--- src/rtl/alu_pipe.sv ---
// alu_pipe: handshaked WIDTH-bit ALU with a registered result and carry/zero flags.
// Define ALU_PIPE_MUL_EN to build the iterative shift-add multiplier for ops 2/3.
module alu_pipe #(
   parameter int WIDTH = 8
) (
   input  logic             clock,
   input  logic             reset,
   input  logic             in_valid,
   output logic             in_ready,
   input  logic [WIDTH-1:0] A,
   input  logic [WIDTH-1:0] B,
   input  logic [3:0]       ALU_Sel,
   output logic             out_valid,
   input  logic             out_ready,
   output logic [WIDTH-1:0] ALU_Out,
   output logic             CarryOut,
   output logic             Zero,
   output logic             busy
);

   logic             accept;
   logic             is_mul;
   logic             slot_free;
   logic [WIDTH:0]   sum;
   logic [WIDTH:0]   diff;
   logic [WIDTH-1:0] r_res;
   logic             r_c;

   assign sum       = {1'b0, A} + {1'b0, B};
   assign diff      = {1'b0, A} - {1'b0, B};
   assign slot_free = !out_valid || out_ready;
   assign accept    = in_valid && in_ready;

   always_comb begin
      r_res = '0;
      r_c   = 1'b0;
      unique case (ALU_Sel)
         4'd0: begin
            r_res = sum[WIDTH-1:0];
            r_c   = sum[WIDTH];
         end
         4'd1: begin
            r_res = diff[WIDTH-1:0];
            r_c   = diff[WIDTH];
         end
         // illegal-op marker when no multiplier is built
         4'd2, 4'd3: begin
            r_res = '0;
            r_c   = 1'b1;
         end
         4'd4: begin
            r_res = {A[WIDTH-2:0], 1'b0};
            r_c   = A[WIDTH-1];
         end
         4'd5: begin
            r_res = {1'b0, A[WIDTH-1:1]};
            r_c   = A[0];
         end
         4'd6:  r_res = {A[WIDTH-2:0], A[WIDTH-1]};
         4'd7:  r_res = {A[0], A[WIDTH-1:1]};
         4'd8:  r_res = A & B;
         4'd9:  r_res = A | B;
         4'd10: r_res = A ^ B;
         4'd11: r_res = ~(A | B);
         4'd12: r_res = ~(A & B);
         4'd13: r_res = ~(A ^ B);
         4'd14: r_res = {{(WIDTH-1){1'b0}}, A > B};
         4'd15: r_res = {{(WIDTH-1){1'b0}}, A == B};
      endcase
   end

`ifdef ALU_PIPE_MUL_EN
   localparam int CNT_W = $clog2(WIDTH + 1);

   typedef enum logic [0:0] {IDLE, MUL} state_t;

   state_t             state;
   state_t             state_nx;
   logic               mul_done;
   logic [2*WIDTH-1:0] acc;
   logic [2*WIDTH-1:0] mcand;
   logic [WIDTH-1:0]   mplier;
   logic [CNT_W-1:0]   cnt;
   logic               hi_sel;
   logic [WIDTH-1:0]   mul_res;
   logic               cnt_end;

   assign is_mul   = (ALU_Sel == 4'd2) || (ALU_Sel == 4'd3);
   assign in_ready = (state == IDLE) && slot_free;
   assign busy     = (state != IDLE);
   assign cnt_end  = (cnt == CNT_W'(WIDTH));
   assign mul_res  = hi_sel ? acc[2*WIDTH-1:WIDTH] : acc[WIDTH-1:0];

   always_ff @(posedge clock) begin
      if (reset) state <= IDLE;
      else       state <= state_nx;
   end

   always_comb begin
      state_nx = state;
      mul_done = 1'b0;
      unique case (state)
         IDLE: if (accept && is_mul) state_nx = MUL;
         MUL: begin
            // completion waits for an empty output slot
            if (cnt_end && !out_valid) begin
               mul_done = 1'b1;
               state_nx = IDLE;
            end
         end
      endcase
   end

   always_ff @(posedge clock) begin
      if (reset) begin
         acc    <= '0;
         mcand  <= '0;
         mplier <= '0;
         cnt    <= '0;
         hi_sel <= 1'b0;
      end else if (accept && is_mul) begin
         acc    <= '0;
         mcand  <= {{WIDTH{1'b0}}, A};
         mplier <= B;
         cnt    <= '0;
         hi_sel <= ALU_Sel[0];
      end else if (state == MUL && !cnt_end) begin
         if (mplier[0]) acc <= acc + mcand;
         mcand  <= mcand << 1;
         mplier <= mplier >> 1;
         cnt    <= cnt + 1'b1;
      end
   end
`else
   assign is_mul   = 1'b0;
   assign in_ready = slot_free;
   assign busy     = 1'b0;
`endif

   always_ff @(posedge clock) begin
      if (reset) begin
         out_valid <= 1'b0;
         ALU_Out   <= '0;
         CarryOut  <= 1'b0;
         Zero      <= 1'b0;
      end else begin
         if (out_valid && out_ready) out_valid <= 1'b0;
         if (accept && !is_mul) begin
            ALU_Out   <= r_res;
            CarryOut  <= r_c;
            Zero      <= (r_res == '0);
            out_valid <= 1'b1;
         end
`ifdef ALU_PIPE_MUL_EN
         if (mul_done) begin
            ALU_Out   <= mul_res;
            CarryOut  <= 1'b0;
            Zero      <= (mul_res == '0);
            out_valid <= 1'b1;
         end
`endif
      end
   end

endmodule

--- config.mk ---
export PLATFORM = sky130hd
export DESIGN_NAME = alu_pipe
export DESIGN_NICKNAME = d
export VERILOG_FILES = /design/src/rtl/alu_pipe.sv
export SDC_FILE = /design/constraint.sdc
export NUM_CORES = 1
export LEC_CHECK = 0
export ABC_AREA = 1
export ABC_CLOCK_PERIOD_IN_PS = 3700
export BUFFER_PORTS_ARGS = -buffer_cell sky130_fd_sc_hd__buf_2
export CAP_MARGIN = 20
export CELL_PAD_IN_SITES_DETAIL_PLACEMENT = 1
export CELL_PAD_IN_SITES_GLOBAL_PLACEMENT = 2
export CORE_UTILIZATION = 30
export DETAILED_ROUTE_END_ITERATION = 7
export HOLD_SLACK_MARGIN = 0.03
export PLACE_DENSITY = 0.87
export SLEW_MARGIN = 20
export SYNTH_ARGS = -nofsm -noshare
export SYNTH_HDL_FRONTEND = slang
export SYNTH_SLANG_ARGS = --single-unit
--- constraint.sdc ---
create_clock -name clock -period 3.7 [get_ports clock]
set_input_delay 0.37 -clock clock [delete_from_list [all_inputs] [get_ports clock]]
set_output_delay 0.37 -clock clock [all_outputs]
set_load 0.02 [all_outputs]
==> results of run 1 <==
-- kinds of logic (layout without fill, tap and decap cells) --
| kind of cell | count (synthesis) | after routing | share of synthesized area (%) |
|---|---|---|---|
| simple gates | 229 | 229 | 45.1 |
| buf+inv | 75 | 106 | 14.1 |
| compound gates | 55 | 55 | 13.4 |
| fa+ha+maj | 26 | 26 | 16.0 |
| flops | 11 | 11 | 10.4 |
| xor+xnor | 2 | 2 | 0.826 |
| other cells | 1 | 1 | 0.177 |
-- how the worst max path moves through the flow --
| stage | from | end | slack, ps | cells after the start |
|---|---|---|---|---|
| floorplan | A[0] | Zero | 1820 | 13 |
| global placement | A[3] | Zero | 1370 | 14 |
| detailed placement | A[0] | Zero | 1290 | 15 |
| CTS | A[0] | Zero | 1530 | 15 |
| global route | A[0] | Zero | 1340 | 15 |
| finish | A[0] | Zero | 1530 | 15 |
-- final cells by class --
class                      count  area (um^2)  share of cell area, %
inverter                      67          251                   10.4
multi-input combinational    313         1600                   66.4
tap                           96          120                   4.97
sequential                    11          220                   9.12
clock buffer                   4         45.0                   1.87
timing repair buffer          35          175                   7.25
-- worst reg2reg max path: cells and delay by family, from the launching register on --
family          cells  cell delay (ps)
flops               1              300
compound gates      2              300
buf+inv             1              380
simple gates        2              210
-- metrics by stage --
| stage | utilization [%] | area (um^2) |
|---|---|---|
| 2_1_floorplan | - | 2120 |
| 3_3_place_gp | 34.7 | 2370 |
| 3_5_place_dp | 34.7 | 2370 |
| 4_1_cts | 35.3 | 2410 |
| 5_1_grt | 35.3 | 2410 |
| 6_report | 35.3 | 2410 |
-- routing by layer --
| layer | share of wire, % | vias to the layer above | global-route usage (%) |
|---|---|---|---|
| met5 | 0 | - | 0 |
| met4 | 0.44 | 0 | 4.09 |
| met3 | 4.0 | 6 | 2.89 |
| met2 | 47 | 44 | 37.2 |
| met1 | 49 | 1206 | 29.7 |
| li1 | - | 1303 | - |
-- power by group --
part | switching [W] | internal, W
clock network | 0.0000465 | 0.0000758
registers | 0.00000376 | 0.000128
logic | 0.000194 | 0.0000875
-- cells in the final DEF (no fill, tap or decap) --
cell,n
a21boi_0,1
a21oi_1,21
nand2_2,3
nor2_2,5
clkbuf_8,3
o21ai_1,6
clkbuf_1,1
nand4_1,5
inv_2,7
ha_1,24
buf_2,35
nand3_1,31
xor2_1,2
fa_1,2
conb_1,1
nand2_4,2
nand2_1,125
a22oi_1,1
nor3_1,6
nand3b_1,1
nor2_1,51
o211ai_1,1
o21ai_0,24
dfxtp_1,11
inv_1,60
o22ai_1,1
-- flip-flops by register name (all words and copies together), names as in the netlist --
signal	cells
ALU_Out	8
CarryOut	1
Zero	1
out_valid	1
==> key figures, run 1 <==
Run status
  • Status: finished clean

STA
  • Clk_skew: 5.06 ps
  • Tmin final: 2170 ps
  • Sum Neg Setup Slack: 0 ps
  • Worst hold slack: 334 ps
  • Worst-Margin Slew: 735 ps
  • Final setup viols: 0
  • RSZ-0062 raised after global routing: false
  • Fin. max-slew vios: 0
  • Final hold viol count: 0
  • Rel. slew slack: 50.8%
  • Tcrit/Tclk final: 58.6%
  • Final worst slack: 1530 ps
  • F_max: 461 MHz

Critical path
  • CP top delay family: simple AND/OR/NAND/NOR gates
  • RR Startpoint: out_valid
  • CP peak stage delay: 420 ps
  • Startpoint type of the worst setup path: input port
  • WP data arrival: 2340 ps
  • FF-to-FF setup slack: 2440 ps
  • End of the worst register-to-register path: ALU_Out[6]
  • Crit path max fanout: 4
  • Data required, critical path: 3870 ps
  • FF-to-FF path depth: 5
  • Slowest CP cell: fa_1
  • CP Buf/Inv Count: 3
  • CP cell instances: buf_2 > inv_1 > ha_1 > fa_1 > inv_1 > nand3_1 > nand3_1 > nand2_1 > nand3_1 > nand2_1 > nand2_1 > nand2_1 > nor2_1 > nand3_1 > a21oi_1
  • Worst Setup Path Type: in -> reg
  • CP endpoint kind: flop

Finish
  • Non-filler cells, final: 526
  • Fillers: 998
  • Final Net Count: 481
  • Synthesis-to-finish area growth: 13.8%
  • Diodes inserted: 0
  • Share of cells above drive strength 1: 12.8%

CTS
  • CTS Hold Buffers Added: 0
  • Setup Buffers After CTS: 0
  • CTS tree: built
  • Worst-skew pair later-pin latency: 240 ps
  • CTS max path bufs: 2
  • CTS resizes: 0
  • Inserted Clock Buffers: 3
  • Root Buffer: clkbuf_8
  • Num Clock Sinks: 11
  • Worst-path clk slew: 50 ps
  • H-Tree Depth: 1

Global route
  • Tot GR Track Use: 21.9%
  • Global route overflow: 0
  • Vias in the first global route: 2453
  • First-pass GRT wire length: 12500 um
  • Antenna violations before repair: 0
  • Largest net degree at the start of global routing: 19

Yosys
  • Cell variety after synth: 26
  • Synth Cell Area: 0.00212 mm^2
  • Post-synthesis register bit count: 11
  • Leading cell types by count after synthesis: nand2_1, inv_1, nor2_1
  • Synth area leader: nand2_1
  • Mapped Avg Cell Area: 5.32 um^2
  • Synth warn: 0
  • Post-synthesis cell count: 399
  • Most frequent cell after synthesis: nand2_1
  • FFs w/ async S/R, synth: 0%
  • Number of synthesized flops with an enable pin: 0
  • Synth top area cells: nand2_1, ha_1, inv_1
  • Syn Nets: 449
  • Post-synth top area share: 22.1%
  • Synth Flop Type: dfxtp_1
  • Post-synthesis sequential area ratio: 10.4%

Die
  • Die height: 86.1 um
  • Row count: 30
  • Die footprint: 0.00741 mm^2
  • Starting Density: 31.1%
  • Core area: 0.00683 mm^2
  • Total I/O pin count: 37
  • DIE WIDTH: 86.1 um

Hold path
  • Min-Delay Path Class: in -> reg
  • Hold_sp: reset
  • Hold depth: 2
  • Worst Hold Endpoint: CarryOut

Routing
  • Routed Wire Length: 7910 um
  • # DRC: 0
  • Mean number of vias per cell: 4.87
  • Vias: 2559
  • Router iterations before antenna repair: 4
  • WL/cell: 15.0 um
  • Drt first-iter violations: 97
  • Final antenna-violating net count: 0

Power and ir drop
  • PwrDens: 222 mW/mm^2
  • Tot Pwr: 0.000535 W
  • P_leak: 1.36 nW
  • Peak supply drop: 0.132 mV

Place
  • Post-placement setup slack: 1290 ps
  • DP HPWL: 6560 um
  • GPL Wtd Cong: 0.883
  • Number of port buffers: 35
  • Placed insts: 522

Job
  • Max Cap Viol: 0
Power figures use the tool's default switching activity.
==> run 2, diff against run 1 <==
==> config.mk (replaced) <==
export PLATFORM = sky130hd
export DESIGN_NAME = alu_pipe
export DESIGN_NICKNAME = d
export VERILOG_FILES = /design/src/rtl/alu_pipe.sv
export SDC_FILE = /design/constraint.sdc
export NUM_CORES = 1
export LEC_CHECK = 0
export ABC_AREA = 0
export ABC_CLOCK_PERIOD_IN_PS = 2300
export BUFFER_PORTS_ARGS = -buffer_cell sky130_fd_sc_hd__buf_2
export CAP_MARGIN = 20
export CELL_PAD_IN_SITES_DETAIL_PLACEMENT = 1
export CELL_PAD_IN_SITES_GLOBAL_PLACEMENT = 2
export CORE_UTILIZATION = 32
export DETAILED_ROUTE_END_ITERATION = 7
export HOLD_SLACK_MARGIN = 0.03
export PLACE_DENSITY = 0.82
export SLEW_MARGIN = 20
export SYNTH_ARGS = -nofsm -noshare
export SYNTH_HDL_FRONTEND = slang
export SYNTH_SLANG_ARGS = --single-unit
==> constraint.sdc (replaced) <==
create_clock -name clock -period 2.3 [get_ports clock]
set_input_delay 0.23 -clock clock [delete_from_list [all_inputs] [get_ports clock]]
set_output_delay 0.23 -clock clock [all_outputs]
set_load 0.02 [all_outputs]
==> key figures, run 2 <==
STA
  • Fin. max-slew vios: 0 (unchanged)
  • RSZ-0062 raised after global routing: true
  • Final hold viol count: 0 (unchanged)
  • Worst hold slack: 241 ps (-93.6 ps)
  • Tcrit/Tclk final: 98.4%
  • Tmin final: 2260 ps
  • Final setup viols: 0 (unchanged)
  • F_max: 442 MHz
  • Clk_skew: 2.20 ps (-2.87 ps)

Routing
  • Routed Wire Length: 8000 um (+1.0%)
  • Drt first-iter violations: 103 (+6.2%)
  • # DRC: 0 (unchanged)
  • Mean number of vias per cell: 5.68 (+17%)
  • Router iterations before antenna repair: 4 (unchanged)
  • WL/cell: 18.0 um (+19%)
  • Final antenna-violating net count: 0 (unchanged)
  • Vias: 2527 (-1.3%)

Place
  • Number of port buffers: 35 (unchanged)
  • GPL Wtd Cong: 0.892 (+0.96%)
  • Placed insts: 438 (-16%)
  • DP HPWL: 6190 um (-5.6%)
  • Cell Area, Placed: 0.00273 mm^2 (+15%)

Power and ir drop
  • Sw frac: 40.3% (-5.3 points)
  • Seq pwr share: 20.0% (-4.7 points)
  • PwrDens: 356 mW/mm^2 (+61%)
  • P_leak: 1.37 nW (+0.89%)
  • Gate power share: 61.1% (+8.6 points)
  • Net Sw Power: 0.000425 W (+74%)
  • Tot Pwr: 0.00106 W (+97%)
  • Clock Power Share: 18.8% (-4.1 points)
  • Peak supply drop: 0.162 mV (+23%)
  • Power Internal: 0.000631 W (+120%)

Yosys
  • Syn Nets: 334 (-26%)
  • Synth Cell Area: 0.00209 mm^2 (-1.7%)
  • Synth area leader: ha_1
  • Post-synthesis sequential area ratio: 10.6% (+0.17 points)
  • Leading cell types by count after synthesis: inv_1, nor2_1, ha_1
  • Cell variety after synth: 63 (+140%)
  • Synth warn: 0 (unchanged)
  • Post-synthesis cell count: 284 (-29%)
  • Post-synth top area share: 14.4% (-7.7 points)
  • Synth Flop Type: dfxtp_1
  • FFs w/ async S/R, synth: 0% (unchanged)
  • Most frequent cell after synthesis: inv_1
  • Mapped Avg Cell Area: 7.35 um^2 (+38%)
  • Post-synthesis register bit count: 11 (unchanged)
  • Number of synthesized flops with an enable pin: 0 (unchanged)
  • Synth top area cells: ha_1, dfxtp_1, inv_1

Critical path
  • CP startpoint: A[1]
  • RR Startpoint: out_valid
  • WP data arrival: 2370 ps (+30 ps)
  • Crit path max fanout: 4 (unchanged)
  • CP endpoint kind: flop
  • Worst Setup Path Type: in -> reg
  • Startpoint type of the worst setup path: input port
  • Data required, critical path: 2400 ps (-1470 ps)

Global route
  • Antenna violations before repair: 0 (unchanged)
  • Global route overflow: 0 (unchanged)
  • First-pass GRT wire length: 12500 um (-0.50%)
  • Tot GR Track Use: 23.9% (+1.9 points)
  • Vias in the first global route: 2460 (+0.29%)
  • Largest net degree at the start of global routing: 21 (+2)

Hold path
  • Hold_sp: in_valid
  • Min-Delay Path Class: in -> reg

Die
  • Row count: 29 (-3.3%)
  • Starting Density: 33.1% (+2.0 points)
  • Die height: 82.8 um (-3.9%)
  • Core area: 0.00631 mm^2 (-7.6%)
  • Total I/O pin count: 37 (unchanged)
  • Die footprint: 0.00685 mm^2 (-7.6%)
  • DIE WIDTH: 82.8 um (-3.9%)

Finish
  • Diodes inserted: 0 (unchanged)
  • Register Area: 220 um^2 (unchanged)
  • Most flops, register: ALU_Out
  • Most frequent cells in the layout: buf_4, buf_2, nor2_1, inv_1
  • Fillers: 815 (-18%)
  • Non-filler cells, final: 445 (-15%)
  • Commonest non-fill, non-tap cell in the layout: buf_4
  • Max reg flops: 8 (unchanged)
  • Final Net Count: 419 (-13%)
  • Area of the multi-input gates: 0.00178 mm^2 (+11%)
  • Fin util: 46.9% (+12 points)
  • Post-route design area: 0.00296 mm^2 (+23%)
  • Share of cells above drive strength 1: 37.0% (+24 points)
  • Synthesis-to-finish area growth: 42.0%

Job
  • Max Cap Viol: 0 (unchanged)

CTS
  • CTS Hold Buffers Added: 0 (unchanged)
  • Worst-path clk slew: 50 ps (about the same)
  • Inserted Clock Buffers: 3 (unchanged)
  • Num Clock Sinks: 11 (unchanged)
  • H-Tree Depth: 1 (unchanged)
  • Worst-skew pair later-pin latency: 240 ps (about the same)
  • CTS max path bufs: 2 (unchanged)
  • CTS tree: built
  • Root Buffer: clkbuf_8

Run status
  • Status: finished clean
[run 2: cell count changes in the layout (fill, tap and decap cells not counted), sizes merged, moves of 7 or more]
cell,delta
buf,+67
inv,-41
mux2i,+7
nand2,-113
nand3,-26
nor2,-31
nor2b,+8
o21ai,-23
[run 2: area by class of cell]
cell class | instances | area share, %
Clock buffer | 4 | 1.52
Timing Repair Buffer | 102 | 24.3
Inverter | 26 | 3.55
Tap cell | 77 | 3.25
Sequential cell | 11 | 7.43
Multi-Input combinational cell | 225 | 59.9
[run 2: kinds of logic after synthesis]
kind of cell	share of synthesized area, %
compound gates	31.2
xor+xnor	2.10
buf+inv	10.6
mux	4.98
other cells	0.180
simple gates	24.0
fa+ha+maj	16.3
flops	10.6
[run 2: routing by layer]
metal	vias to the layer above	wire length [um]	global-route usage [%]
met3	12	293	2.53
met4	0	126	5.52
met5	-	0	0
li1	1212	-	-
met1	1243	3630	32.0
met2	60	3950	40.6
[run 2: repair_timing]
action,in CTS,in global routing
pin swaps,1,8
setup endpoints to repair,2,5
buffers inserted,1,2
gates resized for setup,1,36
[run 2: worst max-delay path: stages]
cell	delay [ps]
buf_8	110
buf_6	120
ha_4	160
a21o_1	170
a221o_1	380
nor4_2	180
nor3_2	90
a221o_1	300
a222oi_1	360
buf_4	190
a211oi_1	60
[run 2: power groups by stage]
stage / clock [W] / sequential, W / combinational, W
floorplan: 0 / 0.000233 / 0.000318
global placement: 0 / 0.000216 / 0.000570
detailed placement: 0 / 0.000216 / 0.000584
CTS: 0.000207 / 0.000212 / 0.000593
global route: 0.000210 / 0.000213 / 0.000701
finish: 0.000199 / 0.000212 / 0.000645
[run 2: final timing paths]
check	to	slack, ps	depth (start not counted)
max reg2reg	Zero	610	7
max	ALU_Out[7]	40	11
min reg2reg	ALU_Out[3]	460	2
min	out_valid	240	3
[run 2: metrics by stage]
| stage | setup slack, ps | setup TNS [ps] |
|---|---|---|
| 2_1_floorplan | 4.56 | 0 |
| 3_3_place_gp | -315 | -983 |
| 3_5_place_dp | -328 | -1150 |
| 4_1_cts | 22.7 | 0 |
| 5_1_grt | -25.2 | -60.6 |
| 6_report | 37.7 | 0 |
==> run 3, diff against run 2 <==
--- a/config.mk
+++ b/config.mk
@@ -14,6 +14,7 @@
 export CORE_UTILIZATION = 32
 export DETAILED_ROUTE_END_ITERATION = 7
 export HOLD_SLACK_MARGIN = 0.03
+export MAX_ROUTING_LAYER = met4
 export PLACE_DENSITY = 0.82
 export SLEW_MARGIN = 20
 export SYNTH_ARGS = -nofsm -noshare
==> key figures, run 3 (synthesis results as in run 2) <==
Routing
  • Final antenna-violating net count: 0 (unchanged)
  • Routed Wire Length: 7730 um (-3.3%)
  • Drt first-iter violations: 114 (+11%)
  • WL/cell: 17.4 um (-3.3%)
  • Vias: 2485 (-1.7%)
  • Router iterations before antenna repair: 4 (unchanged)
  • Mean number of vias per cell: 5.58 (-1.7%)
  • # DRC: 0 (unchanged)

Finish
  • Commonest non-fill, non-tap cell in the layout: buf_4
  • Diodes inserted: 0 (unchanged)
  • Max reg flops: 8 (unchanged)
  • Synthesis-to-finish area growth: 41.4%
  • Most frequent cells in the layout: buf_4, buf_2, nor2_1, inv_1
  • Share of cells above drive strength 1: 38.3% (+1.4 points)
  • Final Net Count: 419 (unchanged)
  • Most flops, register: ALU_Out

CTS
  • Inserted Clock Buffers: 3 (unchanged)
  • CTS tree: built
  • Root Buffer: clkbuf_8
  • CTS max path bufs: 2 (unchanged)
  • CTS Hold Buffers Added: 0 (unchanged)
  • Worst-skew pair later-pin latency: 240 ps (about the same)
  • Worst-path clk slew: 50 ps (about the same)
  • H-Tree Depth: 1 (unchanged)
  • Num Clock Sinks: 11 (unchanged)

Critical path
  • WP data arrival: 2410 ps (+40 ps)
  • RR Startpoint: out_valid
  • Startpoint type of the worst setup path: input port
  • FF-to-FF path depth: 7 (unchanged)
  • Data required, critical path: 2480 ps (+80 ps)
  • CP endpoint kind: flop
  • End of the worst register-to-register path: Zero
  • Slowest CP cell: a221o_1
  • CP peak stage delay: 360 ps (-20 ps)
  • CP cell instances: buf_2 > buf_4 > ha_4 > a21o_1 > a221o_1 > nor4_2 > nor3_2 > a221o_1 > a222oi_1 > buf_4 > a32o_2
  • Worst Setup Path Type: in -> reg
  • Crit path max fanout: 4 (unchanged)
  • FF-to-FF setup slack: 590 ps (-20 ps)

STA
  • RSZ-0062 raised after global routing: true
  • Tmin final: 2230 ps (-33.8 ps)
  • Clk_skew: 0.212 ps (-1.99 ps)
  • Sum Neg Setup Slack: 0 ps (unchanged)
  • Final worst slack: 71.5 ps (+33.8 ps)
  • Tcrit/Tclk final: 96.9% (-1.5 points)
  • Final setup viols: 0 (unchanged)
  • F_max: 449 MHz (+1.5%)
  • Fin. max-slew vios: 0 (unchanged)
  • Final hold viol count: 0 (unchanged)

Die
  • Total I/O pin count: 37 (unchanged)
  • Starting Density: 33.1% (unchanged)
  • Die footprint: 0.00685 mm^2 (unchanged)
  • Row count: 29 (unchanged)
  • DIE WIDTH: 82.8 um (unchanged)
  • Core area: 0.00631 mm^2 (unchanged)
  • Die height: 82.8 um (unchanged)

Power and ir drop
  • PwrDens: 355 mW/mm^2 (-0.39%)
  • Peak supply drop: 0.205 mV (+26%)
  • P_leak: 1.36 nW (-0.92%)

Place
  • GPL Wtd Cong: 0.853 (-4.4%)
  • Number of port buffers: 35 (unchanged)
  • Post-placement setup slack: -397 ps (-69.2 ps)
  • DP HPWL: 6210 um (+0.27%)

Run status
  • Status: finished clean

Global route
  • Largest net degree at the start of global routing: 24 (+14%)
  • Antenna violations before repair: 0 (unchanged)
  • Tot GR Track Use: 24.4% (+0.57 points)
  • First-pass GRT wire length: 12400 um (-0.88%)
  • Vias in the first global route: 2490 (+1.2%)
  • Global route overflow: 0 (unchanged)

Hold path
  • Worst Hold Endpoint: out_valid
  • Hold depth: 3 (unchanged)
  • Hold_sp: in_valid
  • Min-Delay Path Class: in -> reg

Job
  • Max Cap Viol: 0 (unchanged)
-- run 3: cell count changes in the layout (fill, tap and decap cells not counted), sizes merged --
| cell | delta |
|---|---|
| clkbuf | +1 |
| buf | -1 |
-- run 3: final cells by class --
type,count,area [um^2]
inverter,26,97.6
clock buffer,4,45.0
tap,77,96.3
timing repair buffer,102,707
fill,814,3360
sequential,11,220
multi-input combinational,225,1790
-- run 3: how the worst max path moves through the flow --
stage / cells past startpoint / startpoint / slack [ps] / endpoint
4_1_cts: 11 / A[4] / -10 / Zero
5_1_grt: 11 / A[1] / -10 / ALU_Out[7]
3_3_place_gp: 10 / A[4] / -300 / Zero
6_report: 11 / A[1] / 70 / Zero
2_1_floorplan: 10 / A[2] / 5 / Zero
3_5_place_dp: 10 / A[3] / -400 / Zero
-- run 3: per-stage QoR --
stage / hold WS (ps) / area, um^2 / power (W) / std cells / util, %
CTS: 247 / 2800 / 0.00100 / 444 / 44.3
finish: 250 / 2950 / 0.00105 / 445 / 46.7
detailed placement: 456 / 2740 / 0.000798 / 439 / 43.3
global placement: 442 / 2740 / 0.000783 / 439 / 43.3
floorplan: 359 / 2090 / 0.000551 / 284 / -
global route: 272 / 2950 / 0.00112 / 445 / 46.7
-- run 3: where the power goes --
part / switching, W / internal [W]
combinational: 0.000339 / 0.000303
clock: 0.0000727 / 0.000122
sequential: 0.00000634 / 0.000205
total: 0.000418 / 0.000630
-- run 3: worst max-delay path, delay by kind of cell --
family | cells | cell delay, ps
AO/OA/AOI/OAI | 5 | 1290
adder cells (fa/ha/maj) | 1 | 160
buffers and inverters | 3 | 430
AND/OR/NAND/NOR | 2 | 290
-- run 3: repair_timing --
action	CTS	global route
pin swaps	1	9
hold endpoints to repair	0	0
resized for setup	2	35
cloned	0	0
endpoints found under the setup margin	3	4
setup buffers	1	1
-- run 3: metal layers --
| metal | vias up | track usage (%) | share of wire [%] |
|---|---|---|---|
| met4 | 0 | 6.21 | 1.6 |
| met3 | 12 | 2.97 | 3.7 |
| met2 | 52 | 39.5 | 49 |
| met5 | - | - | 0 |
| met1 | 1198 | 32.0 | 45 |
| li1 | 1223 | - | - |
